==> config.mk <==
export PLATFORM = sky130hd
export DESIGN_NAME = pipeline_controller
export DESIGN_NICKNAME = d
export VERILOG_FILES = /design/src/rtl/pipeline_controller.sv
export SDC_FILE = /design/constraint.sdc
export NUM_CORES = 1
export LEC_CHECK = 0
export CORE_AREA = 3 3 40 42
export CTS_BUF_LIST = sky130_fd_sc_hd__clkbuf_4 sky130_fd_sc_hd__clkbuf_8 sky130_fd_sc_hd__clkbuf_16
export DETAILED_ROUTE_END_ITERATION = 8
export DIE_AREA = 0 0 43 45
export PLACE_DENSITY = 0.57
export SKIP_LAST_GASP = 1
export SYNTH_ARGS = -nofsm -noshare
export SYNTH_HDL_FRONTEND = slang
export SYNTH_SLANG_ARGS = --single-unit
==> constraint.sdc <==
create_clock -name clk_i -period 3.83 [get_ports clk_i]
set_clock_uncertainty 0.2 [all_clocks]
set_input_delay 0.5745 -clock clk_i [delete_from_list [all_inputs] [get_ports clk_i]]
set_output_delay 0.5745 -clock clk_i [all_outputs]
set_load 0.05 [all_outputs]
==> src/rtl/pipeline_controller.sv <==
// ---------------------------------------------------------------------------
// pipeline_controller
//
// Central stall/flush sequencer for the five-stage core. Merges the decode
// register-file hazard, multi-cycle execute busy, data-memory wait and branch
// mispredict into per-stage stall and flush controls. A mispredict that
// arrives while memory is busy is latched (single slot) and replayed as a
// flush on the first cycle memory is released.
//
// Parameters:
//   FLUSH_CYCLES            cycles fetch/decode flush is held per accepted
//                           mispredict (and after reset), legal 1..15
//
// Ports:
//   clk_i                   core clock
//   rst_i                   asynchronous reset, active low
//   en_stall_decode_stage_i register-file hazard (decode bubbles itself)
//   exe_busy_i              multi-cycle execute unit not finished
//   mem_busy_i              data memory access outstanding
//   branch_mispredict_i     execute-stage mispredict (level, held with execute)
//   stall_fetch_o           hold fetch PC / instruction register
//   stall_decode_stage_o    hold decode output register
//   stall_execute_o         hold execute output register
//   stall_memory_o          hold memory output register
//   flush_fetch_o           squash the fetched instruction
//   flush_decode_stage_o    force NOP into decode
//   flush_pending_o         mispredict latched, awaiting memory release
//
// Optional build macro PIPE_CTRL_PERF_EN adds:
//   perf_stall_cycles_o     [31:0] cycles with stall_fetch_o high (saturating)
//   perf_flush_count_o      [15:0] accepted mispredicts (saturating)
// ---------------------------------------------------------------------------
module pipeline_controller #(
    parameter int unsigned FLUSH_CYCLES = 1
) (
    input  logic        clk_i,
    input  logic        rst_i,
    input  logic        en_stall_decode_stage_i,
    input  logic        exe_busy_i,
    input  logic        mem_busy_i,
    input  logic        branch_mispredict_i,
    output logic        stall_fetch_o,
    output logic        stall_decode_stage_o,
    output logic        stall_execute_o,
    output logic        stall_memory_o,
    output logic        flush_fetch_o,
    output logic        flush_decode_stage_o,
`ifdef PIPE_CTRL_PERF_EN
    output logic [31:0] perf_stall_cycles_o,
    output logic [15:0] perf_flush_count_o,
`endif
    output logic        flush_pending_o
);

    // State encodings kept as plain constants for compatibility with the
    // existing netlist/debug scripts.
    localparam logic [1:0] ST_FLUSH    = 2'd0;
    localparam logic [1:0] ST_RUN      = 2'd1;
    localparam logic [1:0] ST_MEM_HOLD = 2'd2;

    // Counter load after reset, and reload after the first flush cycle of a
    // mispredict (that first cycle is taken combinationally in RUN/MEM_HOLD).
    localparam logic [3:0] FLUSH_LOAD   = 4'(FLUSH_CYCLES);
    localparam logic [3:0] FLUSH_RELOAD = 4'(FLUSH_CYCLES - 1);
    localparam bit         MULTI_FLUSH  = (FLUSH_CYCLES > 1);

    logic [1:0] state_q;
    logic [1:0] state_d;
    logic [3:0] cnt_q;
    logic [3:0] cnt_d;
    logic       fl;

    // -----------------------------------------------------------------------
    // Next-state and flush term
    // -----------------------------------------------------------------------
    always_comb begin
        state_d = state_q;
        cnt_d   = cnt_q;
        fl      = 1'b0;

        case (state_q)
            ST_FLUSH: begin
                // Mispredicts are ignored here and memory waits do not pause
                // the count: everything younger is already being squashed.
                fl = 1'b1;
                if (cnt_q <= 4'd1) begin
                    state_d = ST_RUN;
                    cnt_d   = '0;
                end else begin
                    cnt_d = cnt_q - 4'd1;
                end
            end

            ST_RUN: begin
                if (branch_mispredict_i) begin
                    if (mem_busy_i) begin
                        state_d = ST_MEM_HOLD;
                    end else begin
                        fl = 1'b1;
                        if (MULTI_FLUSH) begin
                            state_d = ST_FLUSH;
                            cnt_d   = FLUSH_RELOAD;
                        end
                    end
                end
            end

            ST_MEM_HOLD: begin
                // Single pending slot: further mispredicts are not recorded.
                if (!mem_busy_i) begin
                    fl = 1'b1;
                    if (MULTI_FLUSH) begin
                        state_d = ST_FLUSH;
                        cnt_d   = FLUSH_RELOAD;
                    end else begin
                        state_d = ST_RUN;
                    end
                end
            end

            default: begin
                state_d = ST_RUN;
                cnt_d   = '0;
            end
        endcase
    end

    always_ff @(posedge clk_i or negedge rst_i) begin
        if (!rst_i) begin
            state_q <= ST_FLUSH;
            cnt_q   <= FLUSH_LOAD;
        end else begin
            state_q <= state_d;
            cnt_q   <= cnt_d;
        end
    end

    // -----------------------------------------------------------------------
    // Stall priority: memory > execute > decode hazard. A flush overrides the
    // fetch/decode holds so the squashed slots actually advance; execute and
    // memory keep following the base priority.
    // -----------------------------------------------------------------------
    always_comb begin
        stall_fetch_o        = 1'b0;
        stall_decode_stage_o = 1'b0;
        stall_execute_o      = 1'b0;
        stall_memory_o       = 1'b0;

        if (mem_busy_i) begin
            stall_fetch_o        = 1'b1;
            stall_decode_stage_o = 1'b1;
            stall_execute_o      = 1'b1;
            stall_memory_o       = 1'b1;
        end else if (exe_busy_i) begin
            // Memory takes a bubble; decode is held, not bubbled.
            stall_fetch_o        = 1'b1;
            stall_decode_stage_o = 1'b1;
            stall_execute_o      = 1'b1;
        end else if (en_stall_decode_stage_i) begin
            stall_fetch_o = 1'b1;
        end

        if (fl) begin
            stall_fetch_o        = 1'b0;
            stall_decode_stage_o = 1'b0;
        end
    end

    assign flush_fetch_o        = fl;
    assign flush_decode_stage_o = fl;
    assign flush_pending_o      = (state_q == ST_MEM_HOLD);

`ifdef PIPE_CTRL_PERF_EN
    // -----------------------------------------------------------------------
    // Performance counters. A mispredict is counted when RUN accepts it,
    // whether it flushes at once or is deferred, so a replay is not counted
    // a second time.
    // -----------------------------------------------------------------------
    logic        accept;
    logic [31:0] stall_cnt_q;
    logic [15:0] flush_cnt_q;

    assign accept = (state_q == ST_RUN) && branch_mispredict_i;

    always_ff @(posedge clk_i or negedge rst_i) begin
        if (!rst_i) begin
            stall_cnt_q <= '0;
            flush_cnt_q <= '0;
        end else begin
            if (stall_fetch_o && (stall_cnt_q != '1)) begin
                stall_cnt_q <= stall_cnt_q + 32'd1;
            end
            if (accept && (flush_cnt_q != '1)) begin
                flush_cnt_q <= flush_cnt_q + 16'd1;
            end
        end
    end

    assign perf_stall_cycles_o = stall_cnt_q;
    assign perf_flush_count_o  = flush_cnt_q;
`endif

endmodule

==> impl_results.md, run 1 <==
- Status: finished, final reports clean
- Netlist Area Pre-Place: about 440 sq um
- Crit path required time: ~3.1 ns
- Setup bufs post-CTS: 0
- Placed cells: 75
- Least-Margin Pin Slew: a little over 0.5 ns
- CTS tree: yes
- HPWL Detailed: just under 700 microns
- Sequential share of power: 0.185
- Die X: 43 microns
- Fillers: 131
- Leak: 0.2716 nW
- Initial core utilization: 0.3447
- Final count of negative-setup-slack endpoints: 0
- Worst Path Max Fanout: 5
- Simple-gate portion of the synthesized area: 0.2090
- Startpoint Class: primary input
- Max VDD drop: between 0.3 and 0.4 mV
- Switching share of total power: 0.5030
- Post-synthesis sequential area ratio: 0.3418
- Drt first pass iters: 3
- CP max stage delay: 0.82 ns
- Clock power share: 0.145
- Crit path buffers/inverters: 2
- Core outline area: between 1000 and 1500 sq um
- Internal: approximately 0.00023 W
- CP Class: in -> out
- DRT iter0 DRCs: 10
- Ratio of cells with drive above 1 in the final layout: 0.1406
- Max Fclk: about 320 MHz
- CP cell instances: clkdlybuf4s50_1, nor2_1, o21ba_2, nor2_1, clkdlybuf4s50_1
- Slew Limit Fails: 0
- P&R area growth vs syn: 34.75%
- Hold Path Class: reg -> reg
- GPL Wtd Cong: roughly 0.73
- WP data arrival: between 2 and 2.5 ns
- Initial antenna violation count: 0
- Pre-CTS setup slack: approximately 0.72 ns
- Residual DRC: 0
- Clock Latency Late Sink: roughly 0.24 ns
- Final #Nets: 77
- CTS H-tree depth: 1
- Final Non-Filler Cells: between 70 and 80
- WL/cell: a little over 10 microns
- Clock transition at the registers of the reported paths: ~0.04 ns
- Global-route wire length before repair: 1380 microns
- Setup_tns: 0 ns
- Vias per std cell: 4.595
- Worst Hold Margin: 0.3138 ns
- # port buffers: 12
- Largest net degree at the start of global routing: 9
- CTS Buffer Depth: 2
- FP Rows: 13
- # Max-Cap Violations: 0
- Yosys warns: 0
- Synth Area in XOR/XNOR: 0
- Boundary Pins: 13
- FF+latch count, synth: 6
- Net Switching: ~0.00023 W
- Resize count post-CTS: 0
- Power per cell area: 775.3 nW/um^2
- Critical path's slowest cell: clkdlybuf4s50_1
- Adder-cell area share of the yosys netlist: 0.1695
- Residual overflow from global routing: 0
- Total count of hold-check failures in the final report: 0
- Slew HR: 0.6575
- Synth Area in Compound Gates: 0.2034
- Number of hold buffers added after cts: 0
- Tcrit/Tclk final: 0.8055
- Setup ws final: approximately 0.74 ns
- Via count: between 300 and 400
- Cells after Synth: 50
- Family with the most delay on the worst path: buffers and inverters
- RSZ-0062 raised after global routing: false
- # clock sinks: 6
- Synthesized net count: between 60 and 70
- Die Height: 45 microns
- Routed Antenna Nets: 0
- Number of global-route vias before repair: 346
- Main combinational cell family by area after synthesis: simple AND/OR/NAND/NOR gates
- Tmin final: between 3 and 4 ns
- Crit end category: output pin
- Power Total: between 0.0004 and 0.0005 W
- Combinational share of power: 0.670
- CTS Buf Count: 3
- Unique masters post-synth: 22
- Mux share of post-synthesis cell area: 0
- Overall Global Routing Usage: 0.09966
- Routed WL: between 800 and 900 microns
- Root buffer cell: clkbuf_4
- Die area: a little under 2000 sq um
- Syn_area_per_cell: approximately 8.9 sq um
- Diodes inserted: 0
path summary, 6_finish.rpt:
| path | end | from | cells past startpoint | slack, ns |
|---|---|---|---|---|
| min in group asynchronous | state_q[1] | rst_i | 1 | 0.36 |
| hold / removal | cnt_q[1] | cnt_q[1] | 2 | 0.31 |
| max in group asynchronous | cnt_q[0] | rst_i | 1 | 2.80 |
| hold reg to reg | cnt_q[1] | cnt_q[1] | 2 | 0.31 |
| setup reg to reg | cnt_q[3] | cnt_q[0] | 6 | 1.87 |
| setup / recovery | stall_fetch_o | mem_busy_i | 5 | 0.74 |
sequential cells by signal (all words and copies together), names as in the netlist:
name,count
cnt_q,4
state_q,2
cell type report:
cell class / count / area (sq um) / share of cell area
inverters: 5 / 18.77 / 0.03145
clock buffers: 4 / 30.03 / 0.05031
repair buffers: 12 / 120.1 / 0.2013
multi-input cells: 37 / 257.7 / 0.4319
flip-flops and latches: 6 / 151.4 / 0.2537
well taps: 15 / 18.77 / 0.03145
through the flow:
step | area (sq um) | utilization
floorplan | 442.9 | -
global placement | 566.8 | 0.4411
detailed placement | 566.8 | 0.4411
CTS | 596.8 | 0.4645
global route | 596.8 | 0.4645
finish | 596.8 | 0.4645
cells in the mapped netlist:
| master | count | area share |
|---|---|---|
| a21o_2 | 1 | 0.020 |
| a21oi_1 | 2 | 0.023 |
| and4bb_2 | 1 | 0.028 |
| buf_4 | 2 | 0.034 |
| dfrtp_1 | 5 | 0.28 |
| dfstp_2 | 1 | 0.059 |
| ha_1 | 6 | 0.17 |
| inv_1 | 5 | 0.042 |
| nand2_1 | 5 | 0.042 |
| nand3_1 | 1 | 0.011 |
| nor2_1 | 5 | 0.042 |
| nor2b_1 | 2 | 0.028 |
| nor3_1 | 1 | 0.011 |
| o211a_1 | 1 | 0.023 |
| o211ai_1 | 1 | 0.017 |
| o21ai_0 | 4 | 0.045 |
| o21ba_2 | 1 | 0.023 |
| o31a_1 | 1 | 0.020 |
| o31ai_1 | 2 | 0.034 |
| or2_2 | 1 | 0.014 |
| or3_1 | 1 | 0.014 |
| or4_1 | 1 | 0.017 |
tightest hold or removal path: cells and delay by family (launching register included):
family	cells	cell delay [ns]
AO/OA/AOI/OAI	1	0.07
AND/OR/NAND/NOR	1	0.05
flip-flops	1	0.35
placed cells by master (no fill, tap or decap), drive strengths merged, types with 2 or more instances in the layout:
cell type and count:
clkdlybuf4s50 12, ha 6, inv 5, nor2 5
nand2 5, dfrtp 5, o21ai 4, clkbuf 4
a21oi 2, nor2b 2, o31ai 2
power by group through the flow:
stage	logic (W)	clock network, W	registers [W]
global route	0.000330	0.0000718	0.0000882
global placement	0.000313	0	0.0000870
CTS	0.000313	0.0000709	0.0000858
finish	0.000310	0.0000670	0.0000856
floorplan	0.000235	0	0.0000846
detailed placement	0.000311	0	0.0000868
layer usage:
layer | GRT usage | routed length (microns) | share of wire
met3 | 0.02390 | 26 | 0.032
met2 | 0.1437 | 410 | 0.51
met1 | 0.1225 | 370 | 0.46
met5 | 0 | 0 | 0
met4 | 0.09036 | 0 | 0
cell families after synthesis:
kind of cell	count (synthesis)
AO/OA/AOI/OAI	13
buffers and inverters	7
flip-flops	6
adder cells (fa/ha/maj)	6
AND/OR/NAND/NOR	18
(Power assumes the default switching activity.)
==> run 2, diff against run 1 <==
--- a/config.mk
+++ b/config.mk
@@ -9,7 +9,7 @@
 export CTS_BUF_LIST = sky130_fd_sc_hd__clkbuf_4 sky130_fd_sc_hd__clkbuf_8 sky130_fd_sc_hd__clkbuf_16
 export DETAILED_ROUTE_END_ITERATION = 8
 export DIE_AREA = 0 0 43 45
-export PLACE_DENSITY = 0.57
+export PLACE_DENSITY = 0.59
 export SKIP_LAST_GASP = 1
 export SYNTH_ARGS = -nofsm -noshare
 export SYNTH_HDL_FRONTEND = slang
==> constraint.sdc (replaced) <==
create_clock -name clk_i -period 2.7 [get_ports clk_i]
set_clock_uncertainty 0.2 [all_clocks]
set_input_delay 0.405 -clock clk_i [delete_from_list [all_inputs] [get_ports clk_i]]
set_output_delay 0.405 -clock clk_i [all_outputs]
set_load 0.05 [all_outputs]
==> impl_results.md, run 2 (same netlist as run 1, synthesis figures left out) <==
- Status: finished, final reports clean (unchanged)
- Tcrit/Tclk final: 0.8886
- FF-to-FF Start: cnt_q[0] (unchanged)
- Vias per std cell: 4.722 (was 4.595)
- Die area: 1935 sq um (unchanged)
- Most frequent cells in the layout: 6 x ha_1, 6 x clkdlybuf4s50_1 (was 12 x clkdlybuf4s50_1, 6 x ha_1)
- FP Rows: 13 (unchanged)
- Ratio of cells with drive above 1 in the final layout: 0.2500 (was 0.1406)
- P&R area growth vs syn: 43.22% (was 34.75%)
- Sequential share of power: 0.159 (was 0.185)
- Crit end category: output pin (unchanged)
- Clock Latency Late Sink: 0.24 ns (about the same)
- Residual DRC: 0 (unchanged)
- Least-Margin Pin Slew: 0.5101 ns (was 0.5122 ns)
- GPL Wtd Cong: 0.6976 (was 0.7344)
- Setup ws final: 0.3009 ns (was 0.7448 ns)
- Clock power share: 0.125 (was 0.145)
- Max Fclk: around 420 MHz
- CTS Buf Count: 3 (unchanged)
- Internal: 0.0004110 W (was 0.0002300 W)
- Slew HR: 0.6571 (was 0.6575)
- CTS H-tree depth: 1 (unchanged)
- Final count of negative-setup-slack endpoints: 0 (unchanged)
- Routed Antenna Nets: 0 (unchanged)
- # Max-Cap Violations: 0 (unchanged)
- Residual overflow from global routing: 0 (unchanged)
- Combinational share of power: 0.716 (was 0.670)
- Switching share of total power: 0.4665 (was 0.5030)
- Largest net degree at the start of global routing: 9 (unchanged)
- Top reg by flops: cnt_q (unchanged)
- Number of flip-flops in the largest register: 4 (unchanged)
- Placed cells: 75 (unchanged)
- Clock transition at the registers of the reported paths: 0.05 ns (was 0.04 ns)
- Number of global-route vias before repair: 366 (was 346)
- Power per cell area: 1214 nW/um^2 (was 775.3 nW/um^2)
- Resize count post-CTS: 0 (unchanged)
- FF-to-FF End: cnt_q[3] (unchanged)
- Core outline area: 1285 sq um (unchanged)
- Total count of hold-check failures in the final report: 0 (unchanged)
- DRT iter0 DRCs: 4 (was 10)
- Final #Nets: 77 (unchanged)
- Register Area: 151.4 sq um (unchanged)
- WP data arrival: 1.79 ns (was 2.31 ns)
- Final core utilization: 0.4937 (was 0.4645)
- Via count: 373 (was 363)
- Number of hold buffers added after cts: 0 (unchanged)
- Pre-CTS setup slack: 0.4282 ns (was 0.7223 ns)
- Boundary Pins: 13 (unchanged)
- Worst r2r path cells: 6 (unchanged)
- Tmin final: between 2 and 2.5 ns
- Root buffer cell: clkbuf_4 (unchanged)
- Initial antenna violation count: 0 (unchanged)
- Net Switching: 0.0003594 W (was 0.0002327 W)
- CTS Buffer Depth: 2 (unchanged)
- Area of the multi-input gates: 260.3 sq um (was 257.7 sq um)
- Worst Hold Margin: 0.1911 ns (was 0.3138 ns)
- # port buffers: 12 (unchanged)
- Hold Path Class: in -> async (was reg -> reg)
- WL/cell: 10.61 microns (was 10.22 microns)
- Drt first pass iters: 3 (unchanged)
- Slew Limit Fails: 0 (unchanged)
- Top flop regs: cnt_q x4, state_q x2 (unchanged)
- Overall Global Routing Usage: 0.1013 (was 0.09966)
- Die X: 43 microns (unchanged)
- Internal reg-to-reg setup slack: 0.73 ns (was 1.87 ns)
- CP Class: reg -> out (was in -> out)
- Power Total: 0.0007703 W (was 0.0004627 W)
- RSZ-0062 raised after global routing: false (unchanged)
- # clock sinks: 6 (unchanged)
- Fillers: 116 (was 131)
- Routed WL: 838 microns (was 807 microns)
- Final Non-Filler Cells: 79 (unchanged)
- Worst Path Max Fanout: 4 (was 5)
- Crit path required time: 2.10 ns (was 3.06 ns)
- Global-route wire length before repair: 1428 microns (was 1380 microns)
- CTS tree: yes (unchanged)
- Leak: 0.2960 nW (was 0.2716 nW)
- Startpoint Class: register (was primary input)
- Die Height: 45 microns (unchanged)
- Setup bufs post-CTS: 0 (unchanged)
- Diodes inserted: 0 (unchanged)
- Initial core utilization: 0.3447 (unchanged)
- Max VDD drop: 0.5782 mV (was 0.3158 mV)
-- run 2: cell count changes in the layout (fill, tap and decap cells not counted) --
cell             previous run  this run
nor2b_2                     0         1
clkdlybuf4s50_1            12         6
buf_4                       0         2
buf_12                      0         4
nor2b_1                     2         1
-- run 2: cell type report --
type                            count  share of cell area
Sequential cell                     6              0.2387
Clock buffer                        4             0.04734
Multi-Input combinational cell     37              0.4103
Inverter                            5             0.02959
Timing Repair Buffer               12              0.2446
Tap cell                           15             0.02959
-- run 2: worst max-delay path by stage --
| stage | startpoint | end | slack [ns] | cells past startpoint |
|---|---|---|---|---|
| 3_5_place_dp | mem_busy_i | stall_fetch_o | 0.43 | 5 |
| 4_1_cts | state_q[0] | stall_fetch_o | 0.29 | 7 |
| 5_1_grt | state_q[0] | stall_fetch_o | 0.20 | 7 |
| 6_report | state_q[0] | stall_fetch_o | 0.30 | 7 |
| 3_3_place_gp | mem_busy_i | stall_fetch_o | 0.45 | 5 |
| 2_1_floorplan | state_q[0] | stall_fetch_o | -0.002 | 6 |
-- run 2: layer usage --
| metal | vias to the layer above | part of all wire | track usage | wire length (microns) |
|---|---|---|---|---|
| met4 | 0 | 0.018 | 0.09036 | 15 |
| met1 | 169 | 0.44 | 0.1152 | 369 |
| met5 | - | 0 | 0 | 0 |
| met2 | 5 | 0.53 | 0.1587 | 444 |
| met3 | 2 | 0.011 | 0.02390 | 9 |
| li1 | 197 | - | - | - |
-- run 2: critical path: stages (launching register included) --
cell and delay [ns]:
dfrtp_1 0.40, inv_1 0.09, ha_1 0.24, a21oi_1 0.13, nor2_1 0.06, o21ba_2 0.26
nor2_1 0.21, buf_12 0.17
-- run 2: power by group through the flow --
stage / combinational [W] / clock [W] / sequential, W
finish: 0.000552 / 0.0000962 / 0.000122
global route: 0.000582 / 0.000110 / 0.000125
CTS: 0.000557 / 0.000102 / 0.000122
detailed placement: 0.000558 / 0 / 0.000123
global placement: 0.000555 / 0 / 0.000123
floorplan: 0.000337 / 0 / 0.000120
-- run 2: per-stage QoR --
step / TNS (ns) / area [sq um]
2_1_floorplan: -0.002312 / 445.4
3_3_place_gp: 0 / 604.3
3_5_place_dp: 0 / 604.3
4_1_cts: 0 / 634.4
5_1_grt: 0 / 634.4
6_report: 0 / 634.4
